[src/rtl/clock_monitor.sv]
// clock_monitor: measures period/high time of a gated clock against a free-running
// reference clock and flags out-of-range periods and unexpected stalls.
module clock_monitor #(
    parameter int WIDTH      = 16,
    parameter int MIN_PERIOD = 4,
    parameter int MAX_PERIOD = 1000,
    parameter int TIMEOUT    = 2000
) (
    input  logic             i_clock,
    input  logic             i_reset_n,
    input  logic             i_target,
    input  logic             i_expect,
    input  logic             i_clear,
    output logic             o_running,
    output logic [WIDTH-1:0] o_period,
    output logic [WIDTH-1:0] o_high_time,
    output logic             o_period_valid,
    output logic             o_fault,
    output logic [1:0]       o_fault_code
);
    typedef enum logic [1:0] {STOPPED, ARMED, RUNNING} state_t;

    localparam logic [WIDTH-1:0] SAT    = '1;
    localparam logic [WIDTH-1:0] ONE    = WIDTH'(1);
    localparam logic [WIDTH-1:0] TMO    = WIDTH'(TIMEOUT);
    localparam logic [WIDTH-1:0] TMO_M1 = WIDTH'(TIMEOUT - 1);
    localparam logic [WIDTH-1:0] MINP   = WIDTH'(MIN_PERIOD);
    localparam logic [WIDTH-1:0] MAXP   = WIDTH'(MAX_PERIOD);

    state_t           state_q, state_d;
    logic             s1_q, s2_q, s3_q;
    logic [WIDTH-1:0] per_cnt_q, per_cnt_d, high_cnt_q, high_cnt_d, idle_q, idle_d;
    logic [WIDTH-1:0] period_q, period_d, high_q, high_d;
    logic             valid_q, valid_d;
    logic [1:0]       fault_q, fault_d;
    logic             rise, fall, capture, stop;

    always_comb begin
        rise       = s2_q & ~s3_q;
        fall       = ~s2_q & s3_q;
        per_cnt_d  = rise ? ONE : (per_cnt_q == SAT) ? per_cnt_q : per_cnt_q + ONE;
        high_cnt_d = rise ? ONE : (s2_q && high_cnt_q != SAT) ? high_cnt_q + ONE : high_cnt_q;
        idle_d     = (rise | fall) ? '0 : (idle_q == TMO) ? idle_q : idle_q + ONE;
        // Stop on the edge where the idle count reaches TIMEOUT; a rise or fall always wins.
        stop       = !rise && !fall && idle_q == TMO_M1 && state_q != STOPPED;
        capture    = rise && state_q != STOPPED;
        state_d    = rise ? ((state_q == STOPPED) ? ARMED : RUNNING) : stop ? STOPPED : state_q;
        period_d   = capture ? per_cnt_q : period_q;
        high_d     = fall ? high_cnt_q : high_q;
        valid_d    = capture;
        fault_d    = {stop & i_expect, capture & (per_cnt_q < MINP || per_cnt_q > MAXP)}
                   | (fault_q & {2{~i_clear}});
    end

    always_ff @(posedge i_clock or negedge i_reset_n) begin
        if (!i_reset_n) begin
            state_q    <= STOPPED;
            s1_q       <= 1'b0;
            s2_q       <= 1'b0;
            s3_q       <= 1'b0;
            per_cnt_q  <= '0;
            high_cnt_q <= '0;
            idle_q     <= '0;
            period_q   <= '0;
            high_q     <= '0;
            valid_q    <= 1'b0;
            fault_q    <= 2'b00;
        end else begin
            state_q    <= state_d;
            s1_q       <= i_target;
            s2_q       <= s1_q;
            s3_q       <= s2_q;
            per_cnt_q  <= per_cnt_d;
            high_cnt_q <= high_cnt_d;
            idle_q     <= idle_d;
            period_q   <= period_d;
            high_q     <= high_d;
            valid_q    <= valid_d;
            fault_q    <= fault_d;
        end
    end

    assign o_running      = state_q == RUNNING;
    assign o_period       = period_q;
    assign o_high_time    = high_q;
    assign o_period_valid = valid_q;
    assign o_fault_code   = fault_q;
    assign o_fault        = |fault_q;
endmodule

[config.mk]
export PLATFORM = sky130hd
export DESIGN_NAME = clock_monitor
export DESIGN_NICKNAME = d
export VERILOG_FILES = /design/src/rtl/clock_monitor.sv
export SDC_FILE = /design/constraint.sdc
export NUM_CORES = 1
export LEC_CHECK = 0
export ABC_AREA = 1
export CAP_MARGIN = 40
export CORE_ASPECT_RATIO = 1.5
export CORE_MARGIN = 3
export CORE_UTILIZATION = 45
export CTS_CLUSTER_DIAMETER = 40
export DETAILED_ROUTE_END_ITERATION = 8
export PLACE_DENSITY_LB_ADDON = 0.08
export SYNTH_ARGS = -nofsm -noshare
export SYNTH_HDL_FRONTEND = slang
export SYNTH_SLANG_ARGS = --single-unit
export TNS_END_PERCENT = 1
[constraint.sdc]
create_clock -name i_clock -period 1.85 [get_ports i_clock]
set_clock_uncertainty 0.2 [all_clocks]
set_input_delay 0.555 -clock i_clock [delete_from_list [all_inputs] [get_ports i_clock]]
set_output_delay 0.555 -clock i_clock [all_outputs]
set_load 0.03 [all_outputs]
======== Yosys cells after proc, flatten, opt, wreduce, memory -nomap -nowiden ========
Index checks and enable logic that the tools add are counted.
operators by class
  add/sub/neg operators ................... 3
  multipliers ............................. 0
  div/mod/pow operators ................... 0
  magnitude comparators ................... 2
  eq/ne operators ......................... 7
  shifts and indexed selects .............. 0
  mux-type cells .......................... 9
  bitwise logic cells ..................... 10
  reductions and logical operators ........ 13
operators with widths
  cell                   count
  $mux 16                6
  $add 16x1->16 const B  3
  $eq 16x11->1 const B   2
  $eq 16x16->1 const B   1
  $gt 16x10->1 const B   1
  $lt 16x3->1 const B    1
  $ne 16x16->1 const B   1
  $mux 2                 3
  $reduce_bool 2->1      3
  $logic_and 1x1->1      5
  $and 1x1->1            4
  $ne 2x2->1 const B     2
  $not 1->1              3
  $and 2x2->2            1
  $eq 2x2->1 const B     1
  $logic_not 1->1        2
  $logic_not 2->1        1
  $or 2x2->2             1
  $reduce_or 2->1        1
  $logic_or 1x1->1       1
  $or 1x1->1             1
storage, ports and cells
  bits in registers ....................... 88
  bits in latches ......................... 0
  bits in writable memories ............... 0
  bits in read-only memories .............. 0
  bits of input ports ..................... 5
  output and inout port bits .............. 37
  memories kept ........................... 0

======== Logic depth before layout (Yosys ltp) ========
  word-level depth ........................ 8
  mapped depth ............................ 10
  depth with buffers taken out ............ 10

======== Worst setup path before layout ========
Ideal clock, no wire load.
  path kind ............................... register to register
  start ................................... reg s2_q
  end ..................................... reg high_q[11], in the netlist o_high_time[11]
  library setup time ...................... 125 ps
  data arrival time ....................... 1430 ps
  required time ........................... 1525 ps
  path slack .............................. 96 ps
  stages on the path, launching flop included .. 5
  buffers on the path ..................... 1
  cell sequence ........................... dfrtp_1 > inv_1 > ha_1 > clkbuf_1 > mux2_2
between the ends
  word-level cells in the longest chain between the ends .. 2
RTL lines
  what                    line  source
  start, declared         31    logic s1_q, s2_q, s3_q;
  start signal, assigned  71    s2_q <= s1_q;
  $not 1->1               40    fall = ~s2_q & s3_q;
  $and 1x1->1             40
  net fall                36    logic rise, fall, capture, stop;
  end signal, assigned    77    high_q <= high_d;
  end, declared           33    logic [WIDTH-1:0] period_q, period_d, high_q, high_d;
The timed path passes the listed nets, and every way through them passes these cells.
A chain may end at the register's enable or synchronous reset.

======== Worst setup path after layout ========
  start ................................... reg period_q[8], in the netlist o_period[8]
  end ..................................... out o_period[8]
RTL lines
  what                    line  source
  start, declared         33
  start signal, assigned  76    period_q <= period_d;
  end, declared           15    output logic [WIDTH-1:0] o_period,
No word-level cell between the ends.

==> metrics <==
status=finished, final reports clean; CP Max Fanout=2; Worst slew margin=68.79%; Highest Clock Rate=550.3 MHz; total congestion overflow=0; width of the die=86.27 µm; Critical Path Source Type=flip-flop; All-Layer GR Usage=19.23%; WHS=0.04882 ns; area grow syn2layout=23.01%; dpl ws=0.08395 ns; max-cap viol count=0; CP bufs+invs=1; WL met3=358 µm; share of cells above drive strength 1=13.63%; register area=0.002203 mm²; internal power=3.514 mW; CP required=1.09 ns; share of synthesized registers carrying an async set or reset=100.0%; pwr dens=913.4 mW/mm²; CTS HTree Levels=3; Netlist cell types=31; multi-input logic area=0.001891 mm²; post-route setup TNS=0 ns; first-pass GRT wire length=16.95 mm; WL/cell=13.53 µm; CTS tree=built; CP Class=flip-flop to output port; post-layout util=57.15%; top cells by area, synth=dfrtp_1 51%, nand2_1 12%, nor2_1 5.9%; largest net degree at the start of global routing=89; Final Hold Viols=0; sequential share of the synthesized area=50.63%; clock root buffer=clkbuf_16; Port-buffer cells=41; ANT cells=0; max incr delay on CP=0.39 ns; post-CTS setup buffer count=0; die height=126.4 µm; clock-pin slew on the worst setup and hold paths=0.06 ns; sw frac=28.10%; leading area contributor after synthesis=dfrtp_1; vias in the first global route=3736; fin nets=616; DRT antenna net count=0; routed via count=3724; clk_lat worst skew=0.34 ns; warnings from Yosys=0; CP endpoint kind=output port; post-DP HPWL=7.111 mm; initial antenna violation count=0; Synth Flop Type=dfrtp_1; Fill cells=896; core area=0.009361 mm²; unrepaired setup endpoints after global routing=yes; Post-synth top cells=144 x nand2_1, 88 x dfrtp_1, 68 x nor2_1, 55 x inv_1, 39 x nand3_1; # setup viols final=0; total clock sinks=88; Hold Crit Class=input port to async pin; Yosys top cell area share=50.63%; Initial Util=46.46%; DRC viols=0; Slew Viols, Final=0; count leader, synth=nand2_1; NetSw=1.373 mW; GP Congestion=0.8964; Combinational Power Share=17.7%; row cnt=43; Critical Path AT=1.06 ns; CTS buffer count=9; clock share of power=37.2%; EDFF count, synth=0; Via density=5.165; Worst Slack Setup Final=0.03283 ns; peak supply drop=0.6959 mV; min Tclk post-route=1.817 ns; r2r setup slk=0.08 ns; Slowest cell on crit path=dlygate4sd2_1; post-synthesis sequential element count=88; Critical Path, Cell by Cell=dlygate4sd2_1; syn avg cell area=8.069 µm²; sequential power share=45.1%; Gate Count Post-Synth=539; Pwr Total=4.887 mW; CTS max path bufs=2; final wirelength=9.755 mm; die area=0.01091 mm²; DRT iter0 DRCs=231; Top Metal Used=met4; I/O pin count=42; largest delay contributor family on the critical path=buffers and inverters; met2 routed WL=4.935 mm; ratio of final minimum period to clock period=98.23%; syn nets=551; drt pass-1 iters=4; Worst Tran Pin Value=0.4645 ns; leakage power total=2.608 nW; Mapped Area=0.004349 mm²; met1 wire length=4.189 mm
logic make-up after synthesis:
logic type | share of synthesized area, %
and+or+nand+nor | 30.64
DFF | 50.63
buffers and inverters | 6.300
AOI/OAI and AO/OA | 6.473
muxes | 2.330
xor gates and xnor gates | 1.611
adders and majority gates | 2.014
sequential cells by signal (all words and copies together), names as in the netlist:
signal,flops
state_q,2
s1_q,1
o_period_valid,1
s2_q,1
o_high_time,16
idle_q,16
high_cnt_q,16
s3_q,1
o_period,16
o_fault_code,2
per_cnt_q,16
cell usage in the layout, fill, tap and decap left out, drive strengths merged:
cell type and n:
nor2 75, a21oi 14, clkdlybuf4s15 23, xnor2 1
nand4 23, nor4 1, dlygate4sd2 1, nand2 146
xor2 7, nor3 13, dfrtp 88, buf 33
o2111ai 1, mux2 9, or2 6, clkbuf 20
o31ai 1, bufinv 1, ha 7, clkinv 2
nor3b 1, o21ai 31, nand3 40, a31oi 4
o21bai 2, inv 56, clkdlybuf4s50 3
stage by stage:
stage	instance area, µm²	instances
2_1_floorplan	4349	539
3_3_place_gp	5064	705
3_5_place_dp	5064	705
4_1_cts	5333	721
5_1_grt	5350	721
6_report	5350	721
power by group through the flow:
| stage | sequential [mW] | combinational [mW] | clock [mW] |
|---|---|---|---|
| finish | 2.21 | 0.863 | 1.82 |
| detailed placement | 2.24 | 0.899 | 0 |
| global placement | 2.23 | 0.887 | 0 |
| CTS | 2.20 | 0.861 | 1.87 |
| floorplan | 2.38 | 0.363 | 0 |
| global route | 2.23 | 0.954 | 1.95 |
layout make-up:
| cell class | instances | share of cell area (%) |
|---|---|---|
| clock buffers | 13 | 4.864 |
| well taps | 112 | 2.619 |
| flip-flops and latches | 88 | 41.18 |
| multi-input cells | 382 | 35.34 |
| inverters | 56 | 3.929 |
| clock inverters | 3 | 0.7484 |
| repair buffers | 67 | 11.32 |
per-layer routing:
metal  track usage (%)  vias to the layer above
li1                  -                     1882
met1             23.31                     1736
met2             32.94                       82
met3             3.119                       24
met4             9.174                        0
met5                 0                        -
worst paths after layout:
kind                                    from              end  cells past startpoint
min in group i_clock                    s1_q             s2_q                      0
worst max-delay path             o_period[8]      o_period[8]                      1
worst min register to register          s1_q             s2_q                      0
worst max register to register  per_cnt_q[1]     per_cnt_q[1]                      8
max in group asynchronous          i_reset_n  o_high_time[10]                      2
worst min-delay path               i_reset_n        idle_q[0]                      2
what timing repair did:
action	in CTS	in global routing
hold endpoints to repair	0	0
resized for setup	37	38
endpoints found under the setup margin	31	45
hold buffers	0	0
Power figures use the tool's default switching activity.
